**src/rtl/sdram_rv_bridge.sv**
```systemverilog
// sdram_rv_bridge: requester side of the SDRAM controller's toggle req/ack port.
// Splits each 32-bit RV native-bus access into one or two 16-bit toggle
// transactions on the controller's 2MB bank-1 port (low halfword first).
// Optional feature macro: SDRAM_RV_RDCACHE_EN adds a one-entry 32-bit read
// buffer. Without it, every read goes to the SDRAM.
module sdram_rv_bridge #(
  parameter int RD_LAT = 4
) (
  input  logic        clk,
  input  logic        resetn,
  input  logic        mem_valid,
  input  logic [20:0] mem_addr,
  input  logic [31:0] mem_wdata,
  input  logic [3:0]  mem_wstrb,
  output logic [31:0] mem_rdata,
  output logic        mem_ready,
  output logic [19:0] rv_addr,
  output logic [15:0] rv_din,
  output logic [1:0]  rv_ds,
  output logic        rv_we,
  output logic        rv_req,
  input  logic        rv_req_ack,
  input  logic [15:0] rv_dout
);

  typedef enum logic [2:0] {
    IDLE    = 3'd0,
    LO      = 3'd1,
    WAIT_LO = 3'd2,
    HI      = 3'd3,
    WAIT_HI = 3'd4,
    DONE    = 3'd5
  } state_t;

  localparam int CW = $clog2(RD_LAT + 1);
  localparam logic [CW-1:0] LAT_LAST = CW'(RD_LAT);

  state_t        state;
  logic [CW-1:0] lat_cnt;
  logic [18:0]   word_addr;
  logic [31:0]   wdata_q;
  logic [3:0]    wstrb_q;
  logic          is_wr;
  logic          ack_match;
  logic          unused_addr_bits;

  // The byte offset within the word has no meaning on this bus.
  assign unused_addr_bits = ^mem_addr[1:0];

  // The controller has finished the last request once its ack equals our toggle.
  assign ack_match = (rv_req == rv_req_ack);

`ifdef SDRAM_RV_RDCACHE_EN
  logic        cache_valid;
  logic [18:0] cache_tag;
  logic [31:0] cache_data;
  logic        cache_hit;

  // Read hit on the buffered word; only meaningful while a request is offered.
  assign cache_hit = (mem_wstrb == 4'b0000) && cache_valid && (cache_tag == mem_addr[20:2]);
`endif

  // Transaction sequencer: all bus-side and controller-side outputs are registered here.
  always_ff @(posedge clk or negedge resetn) begin
    if (!resetn) begin
      state     <= IDLE;
      lat_cnt   <= '0;
      word_addr <= '0;
      wdata_q   <= '0;
      wstrb_q   <= '0;
      is_wr     <= 1'b0;
      mem_rdata <= '0;
      mem_ready <= 1'b0;
      rv_addr   <= '0;
      rv_din    <= '0;
      rv_ds     <= '0;
      rv_we     <= 1'b0;
      rv_req    <= 1'b0;
`ifdef SDRAM_RV_RDCACHE_EN
      cache_valid <= 1'b0;
      cache_tag   <= '0;
      cache_data  <= '0;
`endif
    end else begin
      case (state)
        IDLE: begin
          if (mem_valid) begin
            // Capture the request so later phases do not depend on the bus holding it.
            word_addr <= mem_addr[20:2];
            wdata_q   <= mem_wdata;
            wstrb_q   <= mem_wstrb;
            is_wr     <= (mem_wstrb != 4'b0000);
`ifdef SDRAM_RV_RDCACHE_EN
            if (cache_hit) begin
              mem_rdata <= cache_data;
              mem_ready <= 1'b1;
              state     <= DONE;
            end else
`endif
            // A mismatched ack (e.g. skew left over from a reset) blocks new requests.
            if (ack_match) begin
              if (mem_wstrb != 4'b0000 && mem_wstrb[1:0] == 2'b00) begin
                state <= HI;
              end else begin
                state <= LO;
              end
            end
          end
        end

        LO: begin
          rv_addr <= {word_addr, 1'b0};
          rv_din  <= wdata_q[15:0];
          rv_ds   <= is_wr ? wstrb_q[1:0] : 2'b11;
          rv_we   <= is_wr;
          rv_req  <= ~rv_req;
          state   <= WAIT_LO;
        end

        WAIT_LO: begin
          if (lat_cnt != '0) begin
            // Read pipe: sample the controller data RD_LAT edges after the ack matched.
            if (lat_cnt == LAT_LAST) begin
              mem_rdata[15:0] <= rv_dout;
              lat_cnt         <= '0;
              state           <= HI;
            end else begin
              lat_cnt <= lat_cnt + 1'b1;
            end
          end else if (ack_match) begin
            if (!is_wr) begin
              lat_cnt <= CW'(1);
            end else if (wstrb_q[3:2] != 2'b00) begin
              state <= HI;
            end else begin
              mem_ready <= 1'b1;
              state     <= DONE;
            end
          end
        end

        HI: begin
          rv_addr <= {word_addr, 1'b1};
          rv_din  <= wdata_q[31:16];
          rv_ds   <= is_wr ? wstrb_q[3:2] : 2'b11;
          rv_we   <= is_wr;
          rv_req  <= ~rv_req;
          state   <= WAIT_HI;
        end

        WAIT_HI: begin
          if (lat_cnt != '0) begin
            if (lat_cnt == LAT_LAST) begin
              mem_rdata[31:16] <= rv_dout;
              lat_cnt          <= '0;
              mem_ready        <= 1'b1;
              state            <= DONE;
            end else begin
              lat_cnt <= lat_cnt + 1'b1;
            end
          end else if (ack_match) begin
            if (!is_wr) begin
              lat_cnt <= CW'(1);
            end else begin
              mem_ready <= 1'b1;
              state     <= DONE;
            end
          end
        end

        DONE: begin
          mem_ready <= 1'b0;
          state     <= IDLE;
`ifdef SDRAM_RV_RDCACHE_EN
          if (!is_wr) begin
            // Reads (miss or hit) leave the completed word in the buffer.
            cache_valid <= 1'b1;
            cache_tag   <= word_addr;
            cache_data  <= mem_rdata;
          end else if (cache_valid && cache_tag == word_addr) begin
            // Keep the buffered copy coherent with the bytes just written.
            for (int b = 0; b < 4; b++) begin
              if (wstrb_q[b]) begin
                cache_data[8*b +: 8] <= wdata_q[8*b +: 8];
              end
            end
          end
`endif
        end

        default: begin
          state <= IDLE;
        end
      endcase
    end
  end

endmodule

```
**config.mk**
```make
export PLATFORM = sky130hd
export DESIGN_NAME = sdram_rv_bridge
export DESIGN_NICKNAME = d
export VERILOG_FILES = /design/src/rtl/sdram_rv_bridge.sv
export SDC_FILE = /design/constraint.sdc
export NUM_CORES = 1
export LEC_CHECK = 0
export CAP_MARGIN = 30
export CORE_ASPECT_RATIO = 0.75
export CORE_MARGIN = 8
export CORE_UTILIZATION = 32
export CTS_BUF_LIST = sky130_fd_sc_hd__clkbuf_8 sky130_fd_sc_hd__clkbuf_16
export DETAILED_ROUTE_END_ITERATION = 6
export PLACE_DENSITY = 0.6
export SYNTH_ARGS = -nofsm -noshare
export SYNTH_HDL_FRONTEND = slang
export SYNTH_SLANG_ARGS = --single-unit
```
**constraint.sdc**
```tcl
create_clock -name clk -period 2.3 [get_ports clk]
set_clock_uncertainty 0.2 [all_clocks]
set_input_delay 0.69 -clock clk [delete_from_list [all_inputs] [get_ports clk]]
set_output_delay 0.69 -clock clk [all_outputs]
set_load 0.05 [all_outputs]
```
* Word level (Yosys, flattened, before mapping)
Index checks and enable logic that the tools add are counted.
** Word-level totals
- Register bits :: 135
- Input bits :: 77
- Output and inout bits :: 73
- Logic and storage cells :: 84
** Cells by class
- Add/subtract/negate cells :: 1
- Equality and inequality tests :: 20
- Muxes and demuxes :: 31
- Bitwise gates (word level) :: 1
- Reduce and logical (&&, ||, !) cells :: 17
** Operator list (count)
- two-way mux 3 bit :: 15
- one-hot mux 20 bit (2 select lines) :: 1
- one-hot mux 16 bit (2 select lines) :: 1
- != test 3 bit, second input constant :: 6
- AND reduction 8 bit :: 2
- one-hot mux 3 bit (5 select lines) :: 1
- != test 2 bit, second input constant :: 6
- equality test 3 bit, second input constant :: 3
- AND reduction 3 bit :: 3
- two-way mux 1 bit :: 8
- equality test 3 x 2 -> 1 bit, second input constant :: 2
- two-way mux 2 bit :: 3
- nonzero test 2 bit :: 3
- nonzero test 3 bit :: 2
- one-hot mux 2 bit (2 select lines) :: 1
- nonzero test 4 bit :: 1
- OR reduction 2 bit :: 2
- adder 3 x 1 -> 3 bit, second input constant :: 1
- equality test 3 x 1 -> 1 bit, second input constant :: 1
- logical NOT 3 bit :: 1
- one-hot mux 1 bit (3 select lines) :: 1
- logical NOT 2 bit :: 1
- != test 2 x 1 -> 1 bit, second input constant :: 1
- AND reduction 2 bit :: 1
- 3 further kinds :: 3

* Longest topological paths before layout
Gate-level depths: netlist of the first run.
- Depth in word-level cells :: 6
- Gate-level depth with buffers :: 6

* Worst setup path after synthesis of the first run
OpenSTA, ideal clock, no wires.
- Path type :: input -> register
- Start :: in mem_valid
- End :: reg wdata_q[21]
- Setup time :: 0.127 ns
- Arrival time :: 1.534 ns
- Slack :: 0.439 ns
- Stages on the path :: 4
- Buffers on the path :: 2
- Path through :: nor4b_4 > buf_6 > buf_6 > mux2_1
** On the way
- Word-level cells in the longest chain between the ends :: 1
** Ends and longest elaborated chain
- start, declared :: line 11 : input logic mem_valid,
- AND reduction 2 bit (no line)
- end signal, assigned :: line 90 : wdata_q <= mem_wdata;
- end, declared :: line 41 : logic [31:0] wdata_q;
Every way passes these cells.
A chain may end at the register's enable or synchronous reset.

* Worst setup path in the final report of the first run
- Start :: in mem_valid
- End :: reg wdata_q[16]
The elaborated chain is that of the path after synthesis.

==> out/metrics.csv, run 1 <==
stage,metric,value,unit
status,status,completed,
synthesis,synth-simple-area-share,9.266,%
die,die_area,21530,um2
die,die_h,129.1,um
drt,via_per_inst,4.551,
clock_tree,cts_post_setup_buffers_inserted,0,
synthesis,netlist_instances,412,
timing,fmax,486.2,MHz
finish,syn2layout_area_growth,42.98,%
synthesis,postSynthAreaPerCell,13.24,um2
clock_tree,clk_latency,410,ps
synthesis,syn-num-nets,492,
synthesis,synth_compound_area_share,3.463,%
placed_design,port_buffers,147,
timing,setup_viol,0,
worst_hold_path,holdPathEnd,rv_addr[8],
finish,fillers,1506,
timing,max-slew-margin-rel,68.47,%
clock_tree,cts_tree,done,
worst_setup_path,critical_path.reg2reg.endpoint,wdata_q[16],
drt,wire_per_inst,16.16,um
power_and_ir_drop,power_density,1706,nW/um2
die,fp.dieW,166.8,um
synthesis,yosysTopAreaCell,dfrtp_1,
synthesis,synth_mux_area_share,21.31,%
drt,dr.pass1.iters,5,
synthesis,synth_area_leaders,"dfrtp_1 (62%), mux2_2 (12%), mux2_1 (6.6%), nand2_1 (5.7%), mux2i_1 (2.9%)",
worst_setup_path,end_kind,flip-flop,
clock_tree,htreeDepth,4,
power_and_ir_drop,leakage,0.003544,uW
die,io_pins,150,
clock_tree,cts_buffers,17,
worst_setup_path,worstSetupStartpointType,primary input,
synthesis,yosysWarningCount,0,
worst_setup_path,worstSetupPathType,in2reg,
global_routing,grt-ovfl-total,0,
worst_setup_path,r2r_slack,370,ps
synthesis,ys_ff_latch,135,
timing,rsz0062_at_grt,false,
global_routing,grt_max_degree,55,
synthesis,synth_top_family_by_area,multiplexers,
synthesis,synth.top_cell.area_share,61.93,%
global_routing,grt_pass1_wl,21730,um
placed_design,gp_congestion,0.7720,
synthesis,yosysSeqAreaShare,61.93,%
worst_hold_path,hp-start,word_addr[7],
placed_design,pre_cts_slack,-152.7,ps
timing,setup_tns,0,ps
clock_tree,cts_root_buffer,clkbuf_16,
drt,drc,0,
drt,ant_nets,0,
finish,drive_above_1_share,32.49,%
synthesis,synth.distinct_cells,36,
drt,vias,3682,
worst_hold_path,hp-class,reg2reg,
placed_design,dp_hpwl,9447,um
clock_tree,clockBufferDepth,2,
synthesis,synth_adder_area_share,0.6881,%
finish,nets,661,
global_routing,antenna_found_initial,0,
die,start_util,32.52,%
timing,worst-slew-pin-transition,473.0,ps
timing,final-max-slew-violation-count,0,
worst_setup_path,worstPathMaxFanout,12,
drt,drt-initial-drc-count,136,
job,drv_cap,0,
worst_hold_path,hold_depth,2,
power_and_ir_drop,vdd.ir_drop.worst,0.0008048,V
power_and_ir_drop,p_total,13310,uW
worst_setup_path,crit_chain,clkdlybuf4s50_1 > nor4b_4 > buf_4 > buf_12 > mux2_2,
timing,layout_setup_ws,243.2,ps
timing,post-route-period-util,89.43,%
worst_setup_path,critPathMaxStageDelay,500,ps
synthesis,synthXorXnorAreaFrac,0.6422,%
timing,hold_viol,0,
clock_tree,clk_pin_slew_worst_paths,60,ps
clock_tree,cts_hold_buf,1,
die,core,16770,um2
global_routing,grt_pass1_vias,4144,
clock_tree,clock_sinks,135,
clock_tree,ctsResizeCount,0,
synthesis,synthesis.area,5455,um2
timing,min_period,2057,ps
die,rows,41,
drt,wirelength,13070,um
worst_setup_path,r2r.worst_path.cells,4,
worst_setup_path,arrival,2150,ps
finish,antennaDiodeCount,0,
worst_setup_path,critPathRequiredTime,2390,ps
global_routing,grt_usage,12.76,%
worst_setup_path,slowest_stage,clkdlybuf4s50_1,
worst_setup_path,r2r-start,state[0],
[Yosys cell counts (all sizes together)]
| cell | number |
|---|---|
| a21o | 1 |
| a21oi | 4 |
| a22oi | 1 |
| a31oi | 1 |
| a41oi | 1 |
| and3 | 1 |
| buf | 15 |
| clkbuf | 7 |
| dfrtp | 135 |
| ha | 3 |
| inv | 2 |
| mux2 | 89 |
| mux2i | 16 |
| nand2 | 83 |
| nand2b | 3 |
| nand3 | 3 |
| nand3b | 1 |
| nand4 | 2 |
| nand4b | 1 |
| nor2 | 6 |
| nor2b | 5 |
| nor3 | 1 |
| nor4 | 1 |
| nor4b | 1 |
| o21ai | 21 |
| o22a | 1 |
| o2bb2ai | 1 |
| o31ai | 1 |
| o41ai | 1 |
| xnor2 | 3 |
| xor2 | 1 |
[worst max-delay path, delay by kind of cell]
family,cells,cell delay [ps]
buf+inv,3,870
mux,1,330
simple gates,1,250
[registers in the layout, indices dropped and copies added, names as in the netlist, 2 cells and up]
name,cells
wdata_q,32
rv_ds,2
rv_din,16
rv_addr,20
mem_rdata,32
wstrb_q,4
lat_cnt,3
state,3
word_addr,19
[per-stage QoR]
stage                     hold WS, ps  area, um2  instances  util (%)
final                           261.2       7800        809     46.50
after global placement          240.7       7134        776     42.53
after global routing            283.9       7800        809     46.50
after detailed placement        253.8       7134        776     42.53
after CTS                       267.1       7800        809     46.50
after floorplan                 194.4       5455        412         -
[power by group]
| group | switching (uW) | total, uW | internal, uW |
|---|---|---|---|
| registers | 723 | 4300 | 3570 |
| logic | 3710 | 6030 | 2320 |
| clock network | 1010 | 2990 | 1980 |
| total | 5450 | 13300 | 7860 |
[placed cells by master (no fill, tap or decap), types with 4 or more instances in the layout]
cell type / netlist / final
a21oi_1: 4 / 4
buf_12: 0 / 6
buf_4: 3 / 91
bufinv_16: 0 / 5
clkbuf_16: 0 / 17
clkdlybuf4s50_1: 0 / 73
dfrtp_1: 135 / 135
mux2_1: 32 / 32
mux2_2: 57 / 57
mux2i_1: 16 / 16
nand2_1: 83 / 83
nor2_1: 4 / 4
nor2b_1: 5 / 4
o21ai_0: 21 / 21
[cell type report]
| class | instances | area, um2 | area share (%) |
|---|---|---|---|
| flip-flops and latches | 135 | 3378 | 43.31 |
| multi-input cells | 253 | 1934 | 24.80 |
| repair buffers | 172 | 1555 | 19.94 |
| clock buffers | 19 | 452.9 | 5.807 |
| well taps | 215 | 269.0 | 3.449 |
| clock inverters | 13 | 202.7 | 2.599 |
| inverters | 2 | 7.507 | 0.09625 |
[routing by layer]
metal | global-route usage (%) | vias to the layer above | wire length (um)
li1 | - | 1753 | -
met1 | 15.58 | 1819 | 5997
met2 | 20.39 | 97 | 6105
met3 | 5.014 | 13 | 820
met4 | 4.596 | 0 | 148
met5 | 0 | - | 0
[how the worst max path moves through the flow]
stage | start | slack (ps) | endpoint
4_1_cts | mem_valid | 270 | wdata_q[16]
3_3_place_gp | mem_valid | -170 | wdata_q[4]
5_1_grt | lat_cnt[0] | 220 | mem_ready
6_report | mem_valid | 240 | wdata_q[16]
3_5_place_dp | mem_valid | -150 | wdata_q[16]
2_1_floorplan | mem_valid | 440 | wdata_q[21]
[logic make-up (layout without fill, tap and decap cells)]
family	after synthesis	after routing
muxes	105	105
AOI/OAI and AO/OA	33	33
xor gates and xnor gates	4	4
and+or+nand+nor	108	108
adders and majority gates	3	3
DFF	135	135
buffers and inverters	24	206
Power figures use the tool's default switching activity.
==> run 2, diff against run 1 <==
--- a/config.mk
+++ b/config.mk
@@ -11,6 +11,7 @@
 export CORE_UTILIZATION = 32
 export CTS_BUF_LIST = sky130_fd_sc_hd__clkbuf_8 sky130_fd_sc_hd__clkbuf_16
 export DETAILED_ROUTE_END_ITERATION = 6
+export HOLD_SLACK_MARGIN = 0.06
 export PLACE_DENSITY = 0.6
 export SYNTH_ARGS = -nofsm -noshare
 export SYNTH_HDL_FRONTEND = slang
==> results of run 2 <==
Same layout as run 1: the final DEF is identical, and so are final timing and power.
==> run 3, diff against run 2 <==
--- a/config.mk
+++ b/config.mk
@@ -16,3 +16,4 @@
 export SYNTH_ARGS = -nofsm -noshare
 export SYNTH_HDL_FRONTEND = slang
 export SYNTH_SLANG_ARGS = --single-unit
+export TNS_END_PERCENT = 50
==> results of run 3 <==
Same layout as run 1: the final DEF is identical, and so are final timing and power.
